### src/rtl/risc_run_ctrl_pkg.sv
// Shared definitions for the run controller: FSM state encoding, end-of-run
// cause encoding, default parameter values and the end-cause priority helper.
package risc_run_ctrl_pkg;

   localparam int unsigned   DEF_PC_WIDTH     = 16;
   localparam int unsigned   DEF_CNT_WIDTH    = 32;
   localparam int unsigned   DEF_RESET_CYCLES = 4;
   localparam int unsigned   DEF_MAX_CYCLES   = 1000;
   localparam int unsigned   DEF_STALL_LIMIT  = 8;
   localparam logic [15:0]   DEF_HALT_PC      = 16'h0000;

   // RESET_CYCLES and STALL_LIMIT are both capped at 255
   localparam int unsigned   RESET_CNT_WIDTH  = 8;
   localparam int unsigned   STALL_CNT_WIDTH  = 8;

   typedef enum logic [1:0] {
      ST_IDLE  = 2'd0,
      ST_RESET = 2'd1,
      ST_RUN   = 2'd2,
      ST_DONE  = 2'd3
   } run_state_t;

   typedef enum logic [1:0] {
      END_NONE    = 2'd0,
      END_HALT    = 2'd1,
      END_STALL   = 2'd2,
      END_TIMEOUT = 2'd3
   } end_cause_t;

   // Several end conditions may coincide; halt beats stall beats timeout
   function automatic end_cause_t pick_end(input logic halt, input logic stalled,
                                           input logic expired);
      if (halt)         return END_HALT;
      else if (stalled) return END_STALL;
      else if (expired) return END_TIMEOUT;
      else              return END_NONE;
   endfunction

endpackage

### src/rtl/risc_stall_detect.sv
// Self-loop detector: remembers the previous pc and counts consecutive cycles
// in which pc has not changed. The count is held at zero outside RUN, so every
// run starts with a fresh count.
module risc_stall_detect
   import risc_run_ctrl_pkg::*;
#(
   parameter int unsigned PC_WIDTH    = DEF_PC_WIDTH,
   parameter int unsigned STALL_LIMIT = DEF_STALL_LIMIT
) (
   input  logic                clk,
   input  logic                rst,
   input  logic                en,
   input  logic [PC_WIDTH-1:0] pc,
   output logic                stall_hit
);

   localparam logic [STALL_CNT_WIDTH-1:0] STALL_LAST = STALL_CNT_WIDTH'(STALL_LIMIT - 1);

   logic [PC_WIDTH-1:0]        prev_pc;
   logic [STALL_CNT_WIDTH-1:0] stall_cnt;
   logic [STALL_CNT_WIDTH-1:0] cnt_next;
   logic                       same;

   // Compare against the previous pc and flag the cycle the count reaches the limit
   // NOTE: every always_comb output gets a value before any branch, so no latch is inferred.
   always_comb begin
      same      = (pc == prev_pc);
      cnt_next  = '0;
      if (same)
         cnt_next = (stall_cnt == '1) ? stall_cnt : stall_cnt + STALL_CNT_WIDTH'(1);
      stall_hit = en && same && (cnt_next == STALL_LAST);
   end

   // Register the previous pc every cycle; the counter only advances inside RUN
   // NOTE: sequential state uses non-blocking assignments so all registers update together.
   always_ff @(posedge clk or posedge rst) begin
      if (rst) begin
         prev_pc   <= '0;
         stall_cnt <= '0;
      end else begin
         prev_pc   <= pc;
         stall_cnt <= en ? cnt_next : '0;
      end
   end

endmodule

### src/rtl/risc_run_ctrl.sv
// Run controller for a RISC core: holds the core in reset for a fixed number
// of cycles, releases it, watches its pc and ends the run on a halt address,
// a self-loop stall or a watchdog expiry. The verdict is held until restart.
module risc_run_ctrl
   import risc_run_ctrl_pkg::*;
#(
   parameter int unsigned         PC_WIDTH     = DEF_PC_WIDTH,
   parameter int unsigned         CNT_WIDTH    = DEF_CNT_WIDTH,
   parameter int unsigned         RESET_CYCLES = DEF_RESET_CYCLES,
   parameter int unsigned         MAX_CYCLES   = DEF_MAX_CYCLES,
   parameter int unsigned         STALL_LIMIT  = DEF_STALL_LIMIT,
   parameter logic [PC_WIDTH-1:0] HALT_PC      = PC_WIDTH'(DEF_HALT_PC)
) (
   input  logic                 clk,
   input  logic                 rst,
   input  logic                 start,
   input  logic [PC_WIDTH-1:0]  pc,
   output logic                 core_rst,
   output logic                 running,
   output logic                 done,
   output logic                 pass,
   output logic                 timeout,
   output logic                 stall,
   output logic [CNT_WIDTH-1:0] cycle_count
);

   localparam logic [CNT_WIDTH-1:0]       LAST_CYCLE = CNT_WIDTH'(MAX_CYCLES - 1);
   localparam logic [RESET_CNT_WIDTH-1:0] LAST_RESET = RESET_CNT_WIDTH'(RESET_CYCLES - 1);

   run_state_t                 state;
   logic [RESET_CNT_WIDTH-1:0] reset_cnt;
   logic                       stall_hit;
   end_cause_t                 cause;

   // running is high exactly in RUN, so it doubles as the detector enable
   risc_stall_detect #(
      .PC_WIDTH    (PC_WIDTH),
      .STALL_LIMIT (STALL_LIMIT)
   ) u_stall_detect (
      .clk       (clk),
      .rst       (rst),
      .en        (running),
      .pc        (pc),
      .stall_hit (stall_hit)
   );

   // Decide whether this RUN cycle ends the run, and why
   always_comb begin
      cause = END_NONE;
      if (state == ST_RUN)
         cause = pick_end(pc == HALT_PC, stall_hit, cycle_count == LAST_CYCLE);
   end

   // Run sequencing FSM with registered outputs
   always_ff @(posedge clk or posedge rst) begin
      if (rst) begin
         state       <= ST_IDLE;
         reset_cnt   <= '0;
         core_rst    <= 1'b1;
         running     <= 1'b0;
         done        <= 1'b0;
         pass        <= 1'b0;
         timeout     <= 1'b0;
         stall       <= 1'b0;
         cycle_count <= '0;
      end else begin
         case (state)
            ST_IDLE, ST_DONE: begin
               if (start) begin
                  state       <= ST_RESET;
                  reset_cnt   <= '0;
                  done        <= 1'b0;
                  pass        <= 1'b0;
                  timeout     <= 1'b0;
                  stall       <= 1'b0;
                  cycle_count <= '0;
               end
            end
            ST_RESET: begin
               if (reset_cnt == LAST_RESET) begin
                  state    <= ST_RUN;
                  core_rst <= 1'b0;
                  running  <= 1'b1;
               end else begin
                  reset_cnt <= reset_cnt + RESET_CNT_WIDTH'(1);
               end
            end
            ST_RUN: begin
               if (cause != END_NONE) begin
                  state    <= ST_DONE;
                  core_rst <= 1'b1;
                  running  <= 1'b0;
                  done     <= 1'b1;
                  pass     <= (cause == END_HALT);
                  stall    <= (cause == END_STALL);
                  timeout  <= (cause == END_TIMEOUT);
               end else begin
                  cycle_count <= cycle_count + CNT_WIDTH'(1);
               end
            end
            default: state <= ST_IDLE;
         endcase
      end
   end

endmodule

### config.mk
export PLATFORM = sky130hd
export DESIGN_NAME = risc_run_ctrl
export DESIGN_NICKNAME = d
export VERILOG_FILES = /design/src/rtl/risc_run_ctrl_pkg.sv /design/src/rtl/risc_stall_detect.sv /design/src/rtl/risc_run_ctrl.sv
export SDC_FILE = /design/constraint.sdc
export NUM_CORES = 1
export LEC_CHECK = 0
export CORE_MARGIN = 2
export CORE_UTILIZATION = 40
export CTS_BUF_LIST = sky130_fd_sc_hd__clkbuf_4
export CTS_CLUSTER_SIZE = 16
export DETAILED_ROUTE_END_ITERATION = 10
export DONT_BUFFER_PORTS = 1
export PLACE_DENSITY = 0.67
export SLEW_MARGIN = 20
export SYNTH_ARGS = -nofsm -noshare
export SYNTH_HDL_FRONTEND = slang
export SYNTH_SLANG_ARGS = --single-unit
### constraint.sdc
create_clock -name clk -period 2.4 [get_ports clk]
set_clock_uncertainty 0.1 [all_clocks]
set_input_delay 0.48 -clock clk [delete_from_list [all_inputs] [get_ports clk]]
set_output_delay 0.48 -clock clk [all_outputs]
set_load 0.02 [all_outputs]
==> metrics.txt <==
status=finished, violations left; failing checks=setup timing; insertion delay to the later sink of the worst-skew pair=440 ps; first-pass GRT wire length=17.5 mm; most frequent CP cell=or4_4; RSZ-0062 raised after global routing=true; Worst-path clk slew=120 ps; Yosys warning count=0; CTS root buf=clkbuf_4; Peak VDD IR=0.382 mV; Routed wire per std cell=17.3 µm; leakage=2.20 nW; post-synthesis sequential area ratio=0.460; WL final=11.2 mm; Overflow after GRT=0; PortBufs=0; htree depth=3; Pwr per Cell Area=621 nW/µm²; Syn Nets=441; # fillers=864; antenna violations before repair=0; Setup CP Type=flop to flop; vias in the first global route=3547; Die Footprint=10600 µm²; final setup margin=-219 ps; Post-synth EDFFs=0; fraction of registers with async set/reset=1.00; dpl hpwl=7.41 mm; num rows=36; largest net degree at the start of global routing=53; Metal-1 WL=4.64 mm; final period utilization=1.09; CP startpoint kind=flop; Vias/cell=5.66; num ports=57; met3 wire len=890 µm; synthesized area per cell=9.43 µm²; DR iter-0 viols=195; P&R area growth vs syn=35.4%; Slew headroom=0.686; GPL Wtd Cong=0.836; number of synthesized register bits=72; CP Data Arrival Time=2850 ps; Cells after Synth=416; gr usage total=0.213; Slew @ Worst Pin=470 ps; layout cells sized above 1=0.282; met2 wire length=5.50 mm; CP peak stage delay=520 ps; Hold Violations, Final=0; critical path's slowest cell=or4_4; Pre-antenna DRT Iters=4; DRT antenna net count=0; initial cell density of the core=0.407; via count=3676; Die Ht=103 µm; Required @ worst endpoint=2630 ps; cts bufs inserted=9; width of the chip=103 µm; CTS Sinks=72; setup violators final=23; top_reg_cell synth=dfrtp_1; Worst Hold Class=input port to flop; max-slew violations=0; uppermost layer routed=met4; critical-path cell list=or4_4 -> or4_4 -> or4_4 -> buf_4 -> nand2_4 -> buf_6 -> o211ai_4 -> a21o_1; Critical Path End Type=flop; CORE AREA=9640 µm²; max-cap viol count=0; Tot Pwr=3.30 mW; min cycle time layout=2620 ps; mapped cell area=3920 µm²; Ant. Diodes=0; count of cell types in the netlist=51; deepest clock path buffer count=2; Layout Nets=537; TritonCTS clock tree=built; fin util=0.551; # DRC=0; crit path max fanout=4; Peak Freq=382 MHz
cell usage in the layout (no fill, tap or decap), types with 9 or more instances in the layout:
| cell | instances |
|---|---|
| mux2i_1 | 11 |
| clkbuf_4 | 10 |
| o31ai_1 | 9 |
| o21ai_1 | 9 |
| nor3_1 | 9 |
| a21oi_1 | 28 |
| inv_1 | 13 |
| nand2b_1 | 11 |
| nor2_1 | 24 |
| xor2_1 | 15 |
| o21ai_0 | 11 |
| nand3_1 | 20 |
| xnor2_1 | 9 |
| dfrtp_1 | 70 |
| or4_1 | 9 |
| nand4_1 | 11 |
| nand2_1 | 36 |
| buf_4 | 72 |
| nor4_1 | 12 |
| dlygate4sd3_1 | 17 |
worst paths after layout:
| kind | startpoint | to | depth (start not counted) | slack (ps) |
|---|---|---|---|---|
| setup / recovery | cycle_count[18] | running | 8 | -220 |
| hold / removal | start | reset_cnt[0] | 2 | 170 |
| setup reg to reg | cycle_count[18] | running | 8 | -220 |
| hold reg to reg | core_rst | core_rst | 2 | 450 |
| max in group asynchronous | rst | core_rst | 3 | 1120 |
| min in group asynchronous | rst | u_stall_detect.prev_pc[2] | 2 | 440 |
cells by family (layout without fill, tap and decap cells):
family,after synthesis,count (layout),share of synthesized area
flip-flops,72,72,0.460
AO/OA/AOI/OAI,84,86,0.135
buffers and inverters,32,131,0.0351
AND/OR/NAND/NOR,186,186,0.268
adder cells (fa/ha/maj),6,6,0.0191
XOR/XNOR,24,24,0.0536
multiplexers,12,12,0.0306
metrics by stage:
stage          setup TNS [ps]  hold slack (ps)  instance area, µm²  worst slack [ps]  std cells
6_report                -3190              171                5310              -219        650
5_1_grt                 -5320              148                5310              -294        650
3_3_place_gp            -1800              289                4650              -140        606
2_1_floorplan           -1460              394                3990              -150        416
4_1_cts                 -2210              146                5070              -193        643
3_5_place_dp            -3180              294                4650              -206        606
routing by layer:
layer | vias up | track usage
met5 | - | 0
met4 | 0 | 0.0607
li1 | 1737 | -
met2 | 130 | 0.366
met1 | 1792 | 0.259
met3 | 17 | 0.0637
repair_timing:
action | 4_1_cts | 5_1_grt
pin swaps | 6 | 18
endpoints found under the hold margin | 36 | 0
hold buffers | 17 | 0
buffers inserted | 3 | 5
setup endpoints to repair | 34 | 37
gates cloned | 1 | 2
gates resized for setup | 15 | 30
cells in the mapped netlist, types with 2 or more instances:
library cell,count,area share
or4_1,15,0.029
ha_1,6,0.019
nor3b_1,2,0.0038
clkbuf_1,7,0.0067
a21oi_1,32,0.041
nand3_1,21,0.027
o21ai_0,19,0.024
and2_1,2,0.0032
o32ai_1,3,0.0067
a211oi_1,2,0.0038
nand2_1,39,0.037
and3_1,6,0.0096
nor3_1,9,0.011
o31ai_1,11,0.021
xnor2_1,9,0.020
nand4b_1,4,0.0089
a31oi_1,6,0.0096
nand4_1,11,0.018
nor2_1,25,0.024
buf_2,8,0.010
nor4_1,14,0.022
or4b_2,3,0.0077
dfrtp_1,71,0.45
buf_4,2,0.0038
and4_1,3,0.0067
nor4b_1,2,0.0045
a41o_1,2,0.0051
nand2b_1,11,0.018
or3_1,10,0.016
inv_1,15,0.014
xor2_1,15,0.033
mux2i_1,12,0.031
where the power goes:
group / internal (mW) / switching (mW)
sequential: 1.28 / 0.0492
combinational: 0.517 / 0.666
clock: 0.324 / 0.458
total: 2.12 / 1.17
layout make-up:
type / count / area (µm²) / share of cell area
repair buffers: 100 / 892 / 0.168
multi-input cells: 314 / 2250 / 0.424
well taps: 133 / 166 / 0.0313
clock buffers: 10 / 75.1 / 0.0141
flip-flops and latches: 72 / 1800 / 0.340
clock inverters: 6 / 60.1 / 0.0113
inverters: 15 / 60.1 / 0.0113
sequential cells by signal, indices dropped and copies added (netlist names):
name	flops
done	1
state	2
running	1
core_rst	1
stall	1
u_stall_detect.prev_pc	16
pass	1
u_stall_detect.stall_cnt	8
timeout	1
reset_cnt	8
cycle_count	32
critical path, delay by kind of cell, from the launching register on:
family	cells	cell delay (ps)
AND/OR/NAND/NOR	4	1470
flip-flops	1	420
buffers and inverters	2	280
AO/OA/AOI/OAI	2	250
Power figures use the tool's default switching activity.
